`src/rtl/muldiv_iter.sv`:
```
// -----------------------------------------------------------------------------
// muldiv_iter
// Iterative radix-2 multiply/divide unit for the EX stage. Handles signed and
// unsigned multiply, divide, and multiply-accumulate/subtract into a 2*WIDTH
// HI/LO accumulator. Every operation takes a fixed WIDTH+1 cycles from
// acceptance to result, and both sides use a valid/ready handshake.
//
// Ports
//   clk        : clock, all state changes on the rising edge
//   rst        : asynchronous active-low reset
//   flush      : synchronous cancel; forces IDLE and discards any result
//   opn_valid  : operand request
//   opn_ready  : unit can accept a request (IDLE only)
//   op         : 000 MULT, 001 MULTU, 010 DIV, 011 DIVU,
//                100 MADD, 101 MADDU, 110 MSUB, 111 MSUBU (op[0] = unsigned)
//   a, b       : multiplicand/multiplier or dividend/divisor
//   hilo_in    : accumulator for MADD/MSUB
//   res_valid  : result available (DONE only)
//   res_ready  : consumer takes the result
//   result     : {hi, lo}; for divides hi = remainder, lo = quotient
//   busy       : operation in progress (BUSY or FIX)
// -----------------------------------------------------------------------------
module muldiv_iter #(
  parameter int WIDTH = 32,
  parameter int CNT_W = $clog2(WIDTH + 1)
) (
  input  logic                 clk,
  input  logic                 rst,
  input  logic                 flush,
  input  logic                 opn_valid,
  output logic                 opn_ready,
  input  logic [2:0]           op,
  input  logic [WIDTH-1:0]     a,
  input  logic [WIDTH-1:0]     b,
  input  logic [2*WIDTH-1:0]   hilo_in,
  output logic                 res_valid,
  input  logic                 res_ready,
  output logic [2*WIDTH-1:0]   result,
  output logic                 busy
);

  typedef enum logic [1:0] {
    S_IDLE = 2'b00,
    S_BUSY = 2'b01,
    S_FIX  = 2'b10,
    S_DONE = 2'b11
  } state_e;

  localparam logic [WIDTH-1:0]   ZERO_W   = {WIDTH{1'b0}};
  localparam logic [WIDTH-1:0]   ONE_W    = {{(WIDTH-1){1'b0}}, 1'b1};
  localparam logic [WIDTH-1:0]   ONES_W   = {WIDTH{1'b1}};
  localparam logic [WIDTH-1:0]   MIN_W    = {1'b1, {(WIDTH-1){1'b0}}};
  localparam logic [2*WIDTH-1:0] ZERO_2W  = {(2*WIDTH){1'b0}};
  localparam logic [2*WIDTH-1:0] ONE_2W   = {{(2*WIDTH-1){1'b0}}, 1'b1};
  localparam logic [CNT_W-1:0]   CNT_ZERO = {CNT_W{1'b0}};
  localparam logic [CNT_W-1:0]   CNT_ONE  = {{(CNT_W-1){1'b0}}, 1'b1};
  localparam logic [CNT_W-1:0]   CNT_LAST = CNT_W'(WIDTH - 1);

  // Two's-complement negation helpers.
  function automatic logic [WIDTH-1:0] neg_w(input logic [WIDTH-1:0] v);
    return ~v + ONE_W;
  endfunction

  function automatic logic [2*WIDTH-1:0] neg_2w(input logic [2*WIDTH-1:0] v);
    return ~v + ONE_2W;
  endfunction

  state_e               state_q, state_d;
  logic [CNT_W-1:0]     cnt_q, cnt_d;
  logic [2:0]           op_q, op_d;
  logic [2*WIDTH-1:0]   hilo_q, hilo_d;
  logic [WIDTH-1:0]     a_q, a_d;
  logic [WIDTH-1:0]     mag_b_q, mag_b_d;
  logic                 neg_a_q, neg_a_d;
  logic                 neg_b_q, neg_b_d;
  // acc holds {partial product hi, multiplier lo} or {remainder, quotient}.
  logic [2*WIDTH-1:0]   acc_q, acc_d;
  logic [2*WIDTH-1:0]   result_q, result_d;

  // Operand conditioning at acceptance.
  logic               neg_a_in_s, neg_b_in_s;
  logic [WIDTH-1:0]   mag_a_in_s, mag_b_in_s;

  assign neg_a_in_s = ~op[0] & a[WIDTH-1];
  assign neg_b_in_s = ~op[0] & b[WIDTH-1];
  assign mag_a_in_s = neg_a_in_s ? neg_w(a) : a;
  assign mag_b_in_s = neg_b_in_s ? neg_w(b) : b;

  // Operation class decode of the captured op.
  logic op_div_s, op_madd_s, op_msub_s;

  assign op_div_s  = (op_q[2:1] == 2'b01);
  assign op_madd_s = (op_q[2:1] == 2'b10);
  assign op_msub_s = (op_q[2:1] == 2'b11);

  // Multiply step: conditionally add multiplicand into hi, then shift the
  // whole {carry, hi, lo} right by one.
  logic [WIDTH:0]       mul_sum_s;
  logic [2*WIDTH-1:0]   mul_step_s;

  assign mul_sum_s  = {1'b0, acc_q[2*WIDTH-1:WIDTH]} + {1'b0, mag_b_q};
  assign mul_step_s = acc_q[0] ? {mul_sum_s, acc_q[WIDTH-1:1]}
                               : {1'b0, acc_q[2*WIDTH-1:1]};

  // Restoring divide step: shift the next dividend bit into the remainder and
  // subtract the divisor when it fits. The shifted remainder needs WIDTH+1
  // bits; after a successful subtract the low WIDTH bits are exact.
  logic [WIDTH:0]       div_rem_sh_s;
  logic                 div_ge_s;
  logic [WIDTH-1:0]     div_diff_s;
  logic [2*WIDTH-1:0]   div_step_s;

  assign div_rem_sh_s = {acc_q[2*WIDTH-1:WIDTH], acc_q[WIDTH-1]};
  assign div_ge_s     = (div_rem_sh_s >= {1'b0, mag_b_q});
  assign div_diff_s   = div_rem_sh_s[WIDTH-1:0] - mag_b_q;
  assign div_step_s   = div_ge_s
                        ? {div_diff_s, acc_q[WIDTH-2:0], 1'b1}
                        : {div_rem_sh_s[WIDTH-1:0], acc_q[WIDTH-2:0], 1'b0};

  // Sign fix-up of the unsigned magnitudes produced by the iterations.
  logic                 res_neg_s, rem_neg_s;
  logic [2*WIDTH-1:0]   prod_s;
  logic [WIDTH-1:0]     quot_s, rem_s;
  logic                 div_zero_s, div_ovf_s;
  logic [2*WIDTH-1:0]   fix_s;
  logic                 last_step_s;

  assign res_neg_s   = ~op_q[0] & (neg_a_q ^ neg_b_q);
  assign rem_neg_s   = ~op_q[0] & neg_a_q;
  assign prod_s      = res_neg_s ? neg_2w(acc_q) : acc_q;
  assign quot_s      = res_neg_s ? neg_w(acc_q[WIDTH-1:0]) : acc_q[WIDTH-1:0];
  assign rem_s       = rem_neg_s ? neg_w(acc_q[2*WIDTH-1:WIDTH])
                                 : acc_q[2*WIDTH-1:WIDTH];
  assign div_zero_s  = (mag_b_q == ZERO_W);
  assign div_ovf_s   = ~op_q[0] & (a_q == MIN_W) & neg_b_q & (mag_b_q == ONE_W);
  assign last_step_s = (cnt_q == CNT_LAST);

  // Final result formation for the FIX cycle.
  always_comb begin
    fix_s = prod_s;
    if (op_div_s) begin
      if (div_zero_s) begin
        fix_s = {a_q, ONES_W};
      end else if (div_ovf_s) begin
        fix_s = {ZERO_W, MIN_W};
      end else begin
        fix_s = {rem_s, quot_s};
      end
    end else if (op_madd_s) begin
      fix_s = hilo_q + prod_s;
    end else if (op_msub_s) begin
      fix_s = hilo_q - prod_s;
    end else begin
      fix_s = prod_s;
    end
  end

  // FSM next-state; flush overrides acceptance and the result handshake.
  always_comb begin
    state_d = state_q;
    if (flush) begin
      state_d = S_IDLE;
    end else begin
      case (state_q)
        S_IDLE: begin
          if (opn_valid) begin
            state_d = S_BUSY;
          end else begin
            state_d = S_IDLE;
          end
        end
        S_BUSY: begin
          if (last_step_s) begin
            state_d = S_FIX;
          end else begin
            state_d = S_BUSY;
          end
        end
        S_FIX: begin
          state_d = S_DONE;
        end
        S_DONE: begin
          if (res_ready) begin
            state_d = S_IDLE;
          end else begin
            state_d = S_DONE;
          end
        end
        default: begin
          state_d = S_IDLE;
        end
      endcase
    end
  end

  // Datapath next-state: capture, iterate, fix up.
  always_comb begin
    cnt_d    = cnt_q;
    op_d     = op_q;
    hilo_d   = hilo_q;
    a_d      = a_q;
    mag_b_d  = mag_b_q;
    neg_a_d  = neg_a_q;
    neg_b_d  = neg_b_q;
    acc_d    = acc_q;
    result_d = result_q;
    if (flush) begin
      cnt_d    = CNT_ZERO;
      result_d = ZERO_2W;
    end else begin
      case (state_q)
        S_IDLE: begin
          if (opn_valid) begin
            op_d    = op;
            hilo_d  = hilo_in;
            a_d     = a;
            mag_b_d = mag_b_in_s;
            neg_a_d = neg_a_in_s;
            neg_b_d = neg_b_in_s;
            acc_d   = {ZERO_W, mag_a_in_s};
            cnt_d   = CNT_ZERO;
          end else begin
            cnt_d   = cnt_q;
          end
        end
        S_BUSY: begin
          acc_d = op_div_s ? div_step_s : mul_step_s;
          cnt_d = cnt_q + CNT_ONE;
        end
        S_FIX: begin
          result_d = fix_s;
        end
        S_DONE: begin
          result_d = result_q;
        end
        default: begin
          cnt_d = CNT_ZERO;
        end
      endcase
    end
  end

  // State and datapath registers with asynchronous active-low reset.
  always_ff @(posedge clk or negedge rst) begin
    if (!rst) begin
      state_q  <= S_IDLE;
      cnt_q    <= CNT_ZERO;
      op_q     <= 3'b000;
      hilo_q   <= ZERO_2W;
      a_q      <= ZERO_W;
      mag_b_q  <= ZERO_W;
      neg_a_q  <= 1'b0;
      neg_b_q  <= 1'b0;
      acc_q    <= ZERO_2W;
      result_q <= ZERO_2W;
    end else begin
      state_q  <= state_d;
      cnt_q    <= cnt_d;
      op_q     <= op_d;
      hilo_q   <= hilo_d;
      a_q      <= a_d;
      mag_b_q  <= mag_b_d;
      neg_a_q  <= neg_a_d;
      neg_b_q  <= neg_b_d;
      acc_q    <= acc_d;
      result_q <= result_d;
    end
  end

  assign opn_ready = (state_q == S_IDLE);
  assign res_valid = (state_q == S_DONE);
  assign busy      = (state_q == S_BUSY) || (state_q == S_FIX);
  assign result    = result_q;

endmodule

```
`config.mk`:
```
export PLATFORM = sky130hd
export DESIGN_NAME = muldiv_iter
export DESIGN_NICKNAME = d
export VERILOG_FILES = /design/src/rtl/muldiv_iter.sv
export SDC_FILE = /design/constraint.sdc
export NUM_CORES = 1
export LEC_CHECK = 0
export CAP_MARGIN = 20
export CELL_PAD_IN_SITES_DETAIL_PLACEMENT = 1
export CELL_PAD_IN_SITES_GLOBAL_PLACEMENT = 1
export CORE_ASPECT_RATIO = 1.75
export CORE_MARGIN = 2
export CORE_UTILIZATION = 32
export DETAILED_ROUTE_END_ITERATION = 12
export GPL_TIMING_DRIVEN = 0
export PLACE_DENSITY = 0.7
export SLEW_MARGIN = 20
export SYNTH_ARGS = -nofsm -noshare
export SYNTH_HDL_FRONTEND = slang
export SYNTH_SLANG_ARGS = --single-unit
```
`constraint.sdc`:
```
create_clock -name clk -period 5.83 [get_ports clk]
set_input_delay 1.4575 -clock clk [delete_from_list [all_inputs] [get_ports clk]]
set_output_delay 1.4575 -clock clk [all_outputs]
set_load 0.02 [all_outputs]
```
# Word level (Yosys, flattened, before mapping)
# Cells that the tools add are included.
[word_totals]
n_memories = 0
out_inout_bits = 67
regBits = 269
word_cells = 82
inputBits = 136
latch_bits = 0
ramBits = 0
rom_bits = 0
[classes]
n_eq_ne = 11
div_mod_pow = 0
reduce_logical = 9
magnitude_cmp = 1
bitwise = 16
n_shift = 0
n_mul = 0
mux = 25
add_sub_neg = 10
[ops]
columns = ["cell", "count"]
rows = [
  ["$mux 64", 12],
  ["$add 32x1->32 const B", 4],
  ["$mux 32", 4],
  ["$not 32->32", 4],
  ["$pmux 64 s2", 1],
  ["$add 64x1->64 const B", 1],
  ["$add 64x64->64", 1],
  ["$not 64->64", 1],
  ["$sub 64x64->64", 1],
  ["$add 32x32->33", 1],
  ["$ge 33x32->1", 1],
  ["$eq 32x1->1 const B", 1],
  ["$eq 32x32->1 const B", 1],
  ["$logic_not 32->1", 1],
  ["$sub 32x32->32", 1],
  ["$mux 6", 2],
  ["$pmux 6 s2", 1],
  ["$eq 2x2->1 const B", 4],
  ["$pmux 2 s4", 1],
  ["$and 1x1->1", 7],
  ["$add 6x1->6 const B", 1],
  ["$eq 6x5->1 const B", 1],
  ["$mux 2", 3],
  ["$reduce_and 3->1", 2],
  ["other kinds (11)", 15],
]

# Logic depth before layout (Yosys ltp)
# Gate-level depths: netlist of run 1.
[logic_depth]
word_depth = 9
mapped_depth = 24
ltp_nobuf = 21

# Worst setup path before layout of run 1
# No wires, ideal clock.
[synth_timing]
path_kind = "register to register"
from = "reg acc_q[10]"
to = "reg result_q[61] (netlist: result[61])"
t_arrival_ns = 5.021
required_ns = 5.708
period_less_slack_ns = 5.142
setup_time_ns = 0.122
n_path_buf = 3
path_slack_ns = 0.688
path_stages_with_launch = 22
cell_sequence = "dfrtp_1 -> buf_6 -> or4_4 -> or3_4 -> or3_4 -> clkbuf_1 -> o21ai_0 -> xnor2_1 -> inv_1 -> ha_1 -> clkbuf_1 -> nand2_1 -> or3_1 -> nor3_1 -> and3_1 -> a221o_1 -> a311oi_1 -> a2111oi_0 -> or2_2 -> a21oi_1 -> mux2i_1 -> a32o_1"
[synth_via]
elab_chain_cells = 9
word_cells_on_any_way = 10
classes_between = "3 x add/sub; 6 x mux; 1 x bitwise"
[synth_lines]
columns = ["item", "line_no", "text"]
rows = [
  ["start: declaration", "77", "logic [2*WIDTH-1:0] acc_q, acc_d;"],
  ["start signal: assignment", "254", "acc_q <= ZERO_2W;"],
  ["start signal: assignment", "265", "acc_q <= acc_d;"],
  ["$not 64->64", "65", "return ~v + ONE_2W;"],
  ["$add 64x1->64", "65", ""],
  ["$mux 64 *", "130", "assign prod_s = res_neg_s ? neg_2w(acc_q) : acc_q;"],
  ["$sub 64x64->64", "152", "fix_s = hilo_q - prod_s;"],
  ["$mux 64", "151", "end else if (op_msub_s) begin"],
  ["$mux 64 *", "149", "end else if (op_madd_s) begin"],
  ["$mux 64 *", "141", "if (op_div_s) begin"],
  ["$mux 64 *", "211", "case (state_q)"],
  ["$mux 64 *", "207", "if (flush) begin"],
  ["end signal: assignment", "266", "result_q <= result_d;"],
  ["end: declaration", "78", "logic [2*WIDTH-1:0] result_q, result_d;"],
]
# Every way passes the cells marked *; elsewhere a longest branch is shown, timed or not. The select of a mux whose other input is x is not followed.
# A chain may end at the register's enable or synchronous reset.

# Worst setup path after layout of run 1
[layout_timing]
from = "reg acc_q[10]"
to = "reg result_q[59] (netlist: result[59])"
# The elaborated chain is that of the path after synthesis.

==> results.sh, run 1 <==
export IMPL_maxCapViolCount=0
export IMPL_port_buffer_count=202
export IMPL_final_setup_worst_slack_ps=52.3
export IMPL_firstDrtPassIters=5
export IMPL_place_gp_congestion=1.02
export IMPL_grt_use_met3_pct=4.76
export IMPL_synth_cell_type_count=87
export IMPL_synth_top_cell_area_share_pct=24.6
export IMPL_antenna_found_initial=3
export IMPL_grt_total_usage_pct=32.1
export IMPL_grt_pass1_wl_um=207000
export IMPL_critPathKind="flop to flop"
export IMPL_power_total_mw=14.0
export IMPL_via_per_inst=6.04
export IMPL_switchingPower_mw=7.43
export IMPL_min_path_type="flop to flop"
export IMPL_ir_drop_mv=0.277
export IMPL_grtUsageMet1_pct=31.8
export IMPL_slew_headroom_pct=15.2
export IMPL_synth_area_um2=27300
export IMPL_hold_viol=0
export IMPL_drt_iter0_markers=1755
export IMPL_clock_sinks=269
export IMPL_pre_cts_ws_ps=-2500
export IMPL_vias=29400
export IMPL_overflow=0
export IMPL_post_layout_nonfiller_instances=4872
export IMPL_die_height_um=391
export IMPL_cellPowerDensity_nw_per_um2=420
export IMPL_rsz0062_at_grt="true"
export IMPL_seq_power_share_pct=18.6
export IMPL_drive_gt1_share_pct=11.9
export IMPL_finalSetupViolCount=0
export IMPL_rr_endpoint="result[59]"
export IMPL_leakage_nw=14.1
export IMPL_final_common_cell="nand2_1"
export IMPL_p_int_mw=6.60
export IMPL_wirelength_um=144000
export IMPL_min_to="result[10]"
export IMPL_reg2regPathDepth=19
export IMPL_synth_area_leaders="dfrtp_1, ha_1, a21oi_1, xnor2_1, o21ai_0"
export IMPL_r2r_slack_ps=50
export IMPL_h_tree_depth=1
export IMPL_cts_path_max_buffers=3
export IMPL_core_area_um2=84500
export IMPL_async_reset_ff_share_pct=100
export IMPL_dp_cells=4781
export IMPL_seq_area_frac_synth_pct=24.6
export IMPL_min_period_ps=5780
export IMPL_cts_hold_buf=0
export IMPL_synth_net_count=3864
export IMPL_pwr_share_clk_pct=14.6
export IMPL_grt_pass1_vias=31200
export IMPL_rows=141
export IMPL_end_kind="flop"
export IMPL_cp_arrival_ps=6330
export IMPL_busiest_layer="met2"
export IMPL_clkTransAtPathRegs_ps=60
export IMPL_synthCells=3500
export IMPL_cp_required_ps=6390
export IMPL_fmax_mhz=173
export IMPL_pin_count=203
export IMPL_status="finished, final reports clean"
export IMPL_drc=0
export IMPL_ant_nets=0
export IMPL_cts_tree="yes"
export IMPL_die_area_um2=87800
export IMPL_grt_max_degree=86
export IMPL_ys_ff_latch=269
export IMPL_whs_path_depth=1
export IMPL_hp_start="result[10]"
export IMPL_fillers=10200
export IMPL_dpl_cell_area_um2=30900
export IMPL_wl_per_cell_um=29.5
export IMPL_fp_dieW_um=225
export IMPL_r2r_start="acc_q[10]"
export IMPL_synth_top_area_cell="dfrtp_1"
export IMPL_synth_main_ff_cell="dfrtp_1"
export IMPL_p_sw_share_pct=52.9
export IMPL_finish_instance_area_um2=33400
export IMPL_initial_core_util_pct=32.3
export IMPL_syn_area_per_cell_um2=7.81
export IMPL_met2_usage_pct=57.4
export IMPL_cp_start_kind="flop"
export IMPL_area_growth_pct=22.3
export IMPL_clock_latency_ps=670
export IMPL_finalMaxSlewViolations=0
export IMPL_pwr_share_comb_pct=66.8
export IMPL_cts_buffers=30
export IMPL_synth_edff_count=0
export IMPL_crit_fanout=10
export IMPL_clock_skew_ps=52.7
export IMPL_clockRootBuffer="clkbuf_16"
export IMPL_mostFrequentLayoutCells="nand2_1, a21oi_1, o21ai_0"
export IMPL_min_period_over_period_pct=99.1
export IMPL_worst_slew_pin_slew_ps=1270
export IMPL_nNetsFinal=4141
export IMPL_hpwlAfterDp_um=116000
export IMPL_synth_warnings=0
==> synth_stat cells (45+ instances only) <==
library cell,instances
a211oi_1,59
a21o_1,84
a21oi_1,308
a221oi_1,47
clkbuf_1,193
dfrtp_1,269
ha_1,224
inv_1,196
mux2_2,101
nand2_1,353
nand3_1,73
nor2_1,260
nor3_1,86
nor4_1,45
o211ai_1,50
o21ai_0,289
o31ai_1,57
xnor2_1,175
xor2_1,105
==> per-stage QoR <==
stage	setup TNS [ps]	hold slack [ps]	utilization [%]
finish	0	476	39.5
global route	-162	494	39.5
CTS	-0.965	482	38.8
detailed placement	-72890	467	36.5
global placement	-2570830	455	36.3
floorplan	0	464	-
==> kinds of logic after synthesis <==
kind of cell             share of synthesized area (%)
AO/OA/AOI/OAI                                     27.3
multiplexers                                      5.05
XOR/XNOR                                          9.14
AND/OR/NAND/NOR                                   17.5
buffers and inverters                             5.77
adder cells (fa/ha/maj)                           10.6
flip-flops                                        24.6
==> sequential cells by signal, summed over array words and instances, names as in the netlist <==
| signal | count |
|---|---|
| state_q | 2 |
| mag_b_q | 32 |
| acc_q | 64 |
| hilo_q | 64 |
| neg_b_q | 1 |
| cnt_q | 6 |
| result | 64 |
| op_q | 3 |
| a_q | 32 |
| neg_a_q | 1 |
==> power by group through the flow <==
stage                     clock network (mW)  logic [mW]  registers (mW)
after floorplan                            0        5.57            2.35
after global placement                     0        8.20            2.58
after detailed placement                   0        8.29            2.58
after CTS                               2.07        8.81            2.56
after global routing                    2.13        9.98            2.62
final                                   2.04        9.38            2.61
==> timing repair <==
item	CTS	global route
pin swaps	19	27
cloned	0	1
setup buffers	40	21
gates resized for setup	147	117
setup endpoints to repair	53	28
==> worst max-delay path by stage <==
stage / startpoint / to / slack [ps] / cells after the start
final: acc_q[10] / result[59] / 50 / 19
after global routing: acc_q[10] / result[60] / -80 / 20
after CTS: acc_q[12] / result[60] / -0.9 / 20
after detailed placement: neg_b_q / result[48] / -2500 / 20
after global placement: rst / hilo_q[48] / -9350 / 1
after floorplan: acc_q[10] / result[61] / 690 / 21
==> cell type report <==
cell class,instances,area (um2),area share [%]
multi-input cells,2816,20100,60.1
flip-flops and latches,269,6740,20.2
repair buffers,271,2670,8.00
well taps,1072,1340,4.01
clock buffers,46,891,2.67
plain buffers,192,815,2.44
inverters,197,747,2.24
clock inverters,6,110,0.330
diodes,3,7.51,0.0225
==> worst max-delay path, cell delays in order, from the launching register on <==
cell,delay [ps]
dfrtp_1,380
buf_6,140
or4_4,500
or3_4,460
nor3b_4,340
nand2_4,210
inv_2,160
a21oi_1,110
xor2_2,190
ha_2,440
clkbuf_4,250
a21oi_1,70
a311oi_2,390
a31oi_4,190
a2111o_1,530
a2111oi_4,510
nor3_1,150
or3_1,400
nand3_1,90
a22o_1,150
==> per-layer routing <==
layer / up-vias / share of wire [%]
met4: 2 / 11
li1: 13200 / -
met1: 14600 / 35
met5: - / 0.0097
met3: 546 / 4.9
met2: 1127 / 50
No activity file was read; power rests on OpenSTA's default activity.
==> run 2: changes to the inputs <==
Settings changed: CTS_CLUSTER_DIAMETER from default to 100.
==> results of run 2 <==
No change in the layout: final DEF, timing and power equal those of run 1.
==> run 3: changes to the inputs <==
Settings changed: PLACE_DENSITY 0.7 to default, PLACE_DENSITY_LB_ADDON from default to 0.1.
Clock period 5.83 ns to 5.8 ns, I/O delays scaled along.
==> run 3 against run 2 <==
Against the previous run: the run now ends with setup timing left; total power up 3.7%; sequential cell count unchanged; clock-buffer cell count down 5; non-clock buffer count down 2; worst setup slack worse by 84 ps; utilization up 0.26 points; cell count about the same; critical path type unchanged; largest cell class unchanged; highest routed layer unchanged.
==> results.sh, run 3 (same netlist as run 1, synthesis figures left out) <==
export IMPL_drive_gt1_share_pct=12.5
export IMPL_ant_nets=0
export IMPL_hold_viol=0
export IMPL_cp_slowest_cell="or4_4"
export IMPL_core_area_um2=84500
export IMPL_p_int_mw=6.72
export IMPL_cts_buffers=34
export IMPL_final_setup_worst_slack_ps=-31.3
export IMPL_cts_path_max_buffers=3
export IMPL_place_gp_congestion=0.985
export IMPL_via_per_inst=6.02
export IMPL_cp_start_kind="flop"
export IMPL_cp_arrival_ps=6340
export IMPL_hpwlAfterDp_um=119000
export IMPL_worst_slew_pin_slew_ps=1280
export IMPL_rsz0062_at_grt="true"
export IMPL_final_common_cell="nand2_1"
export IMPL_cellPowerDensity_nw_per_um2=432
export IMPL_p_sw_share_pct=53.8
export IMPL_grt_pass1_wl_um=212000
export IMPL_pwr_share_comb_pct=66.9
export IMPL_nNetsFinal=4143
export IMPL_mostFrequentLayoutCells="nand2_1, a21oi_1, o21ai_0"
export IMPL_clock_skew_ps=34.3
export IMPL_cp_required_ps=6310
export IMPL_grt_total_usage_pct=33.2
export IMPL_min_period_ps=5830
export IMPL_path_delay_family="simple AND/OR/NAND/NOR gates"
export IMPL_grt_max_degree=76
export IMPL_finalSetupViolCount=2
export IMPL_fp_dieW_um=225
export IMPL_multi_input_area_um2=20200
export IMPL_grt_pass1_vias=31100
export IMPL_violations="setup timing"
export IMPL_initial_core_util_pct=32.3
export IMPL_finalMaxSlewViolations=0
export IMPL_wl_per_cell_um=30.2
export IMPL_critPathKind="flop to flop"
export IMPL_wirelength_um=147000
export IMPL_crit_buf_inv=3
export IMPL_end_kind="flop"
export IMPL_clockRootBuffer="clkbuf_16"
export IMPL_area_growth_pct=23.1
export IMPL_clock_latency_ps=620
export IMPL_die_height_um=391
export IMPL_min_period_over_period_pct=101
export IMPL_antenna_cells=0
export IMPL_switchingPower_mw=7.82
export IMPL_crit_path_frequent_cell="or3_4"
export IMPL_antenna_found_initial=4
export IMPL_seq_area_um2=6740
export IMPL_fmax_mhz=171
export IMPL_ir_drop_mv=0.183
export IMPL_min_path_type="flop to flop"
export IMPL_slew_headroom_pct=13.9
export IMPL_overflow=0
export IMPL_port_buffer_count=202
export IMPL_power_total_mw=14.5
export IMPL_rows=141
export IMPL_fillers=10100
export IMPL_clock_sinks=269
export IMPL_clkTransAtPathRegs_ps=70
export IMPL_cts_tree="yes"
export IMPL_seq_power_share_pct=17.7
export IMPL_maxCapViolCount=0
export IMPL_firstDrtPassIters=5
export IMPL_drc=0
export IMPL_status="finished with violations"
export IMPL_leakage_nw=14.2
export IMPL_vias=29300
export IMPL_hold_slack_ps=477
export IMPL_pwr_share_clk_pct=15.3
export IMPL_cp_cell_sequence="buf_6, or4_4, or3_4, or3_4, buf_12, o21ai_2, xnor2_2, inv_2, ha_4, nand2_1, or3_4, nor3_4, and3_1, a221o_1, a311oi_4, a2111oi_4, o211ai_1, a21oi_2, o2111ai_1, and3_1"
export IMPL_drt_iter0_markers=1951
export IMPL_crit_fanout=10
export IMPL_pin_count=203
export IMPL_h_tree_depth=2
export IMPL_die_area_um2=87800
export IMPL_utilization_pct=39.8
export IMPL_max_stage_delay_ps=500
run 3: cell types whose count changed in the layout (fill, tap and decap cells not counted), moves of 4 or more:
cell,previous run,this run
nor4_2,8,4
nor4_4,2,6
o21ai_1,15,10
clkinvlp_4,2,7
clkbuf_1,150,144
clkinv_2,1,6
xnor2_1,157,153
o21ai_0,271,275
clkbuf_8,9,5
run 3: routing by layer:
layer | global-route usage (%) | share of wire, %
met1 | 33.4 | 35
met2 | 60.3 | 51
met3 | 4.63 | 4.2
met4 | 27.3 | 9.8
met5 | 0 | 0.033
run 3: path summary, 6_finish.rpt:
kind	slack (ps)	from	end	cells past startpoint
setup / recovery	-30	acc_q[10]	result[57]	20
hold / removal	480	result[13]	result[13]	1
setup reg to reg	-30	acc_q[10]	result[57]	20
hold reg to reg	480	result[13]	result[13]	1
max in group asynchronous	3850	rst	acc_q[12]	3
min in group asynchronous	760	rst	hilo_q[44]	1
run 3: what timing repair did:
action	4_1_cts	5_1_grt
hold buffers	0	0
buffers inserted	38	25
resized for setup	166	119
setup endpoints to repair	54	33
pin swaps	20	32
run 3: through the flow:
step,area (um2),std cells,setup WS [ps],TNS (ps)
floorplan,27300,3500,658,0
global placement,30700,4774,-9710,-2687230
detailed placement,30800,4780,-2830,-87820
CTS,32900,4861,1.09,0
global route,33600,4875,-119,-510
finish,33600,4875,-31.3,-57.1
run 3: power by group through the flow:
stage	sequential [mW]	clock, mW	combinational [mW]
floorplan	2.36	0	5.60
finish	2.58	2.23	9.73
CTS	2.56	2.26	9.11
global placement	2.57	0	8.52
detailed placement	2.57	0	8.58
global route	2.61	2.32	10.3
run 3: worst register-to-register path: stages (launching register included):
cell       delay (ps)
dfrtp_1           370
buf_6             140
or4_4             500
or3_4             470
or3_4             510
buf_12            190
o21ai_2           150
xnor2_2           230
inv_2             110
ha_4              360
nand2_1           110
or3_4             470
nor3_4            280
and3_1            260
a221o_1           240
a311oi_4           80
a2111oi_4         380
o211ai_1          180
a21oi_2           340
o2111ai_1         150
and3_1            230
run 3: cell type report:
cell class	count	share of cell area, %
Sequential cell	269	20.0
Tap cell	1072	3.99
Multi-Input combinational cell	2816	60.2
Buffer	190	2.39
Clock inverter	19	0.491
Clock buffer	41	2.73
Timing Repair Buffer	271	7.90
Inverter	197	2.25
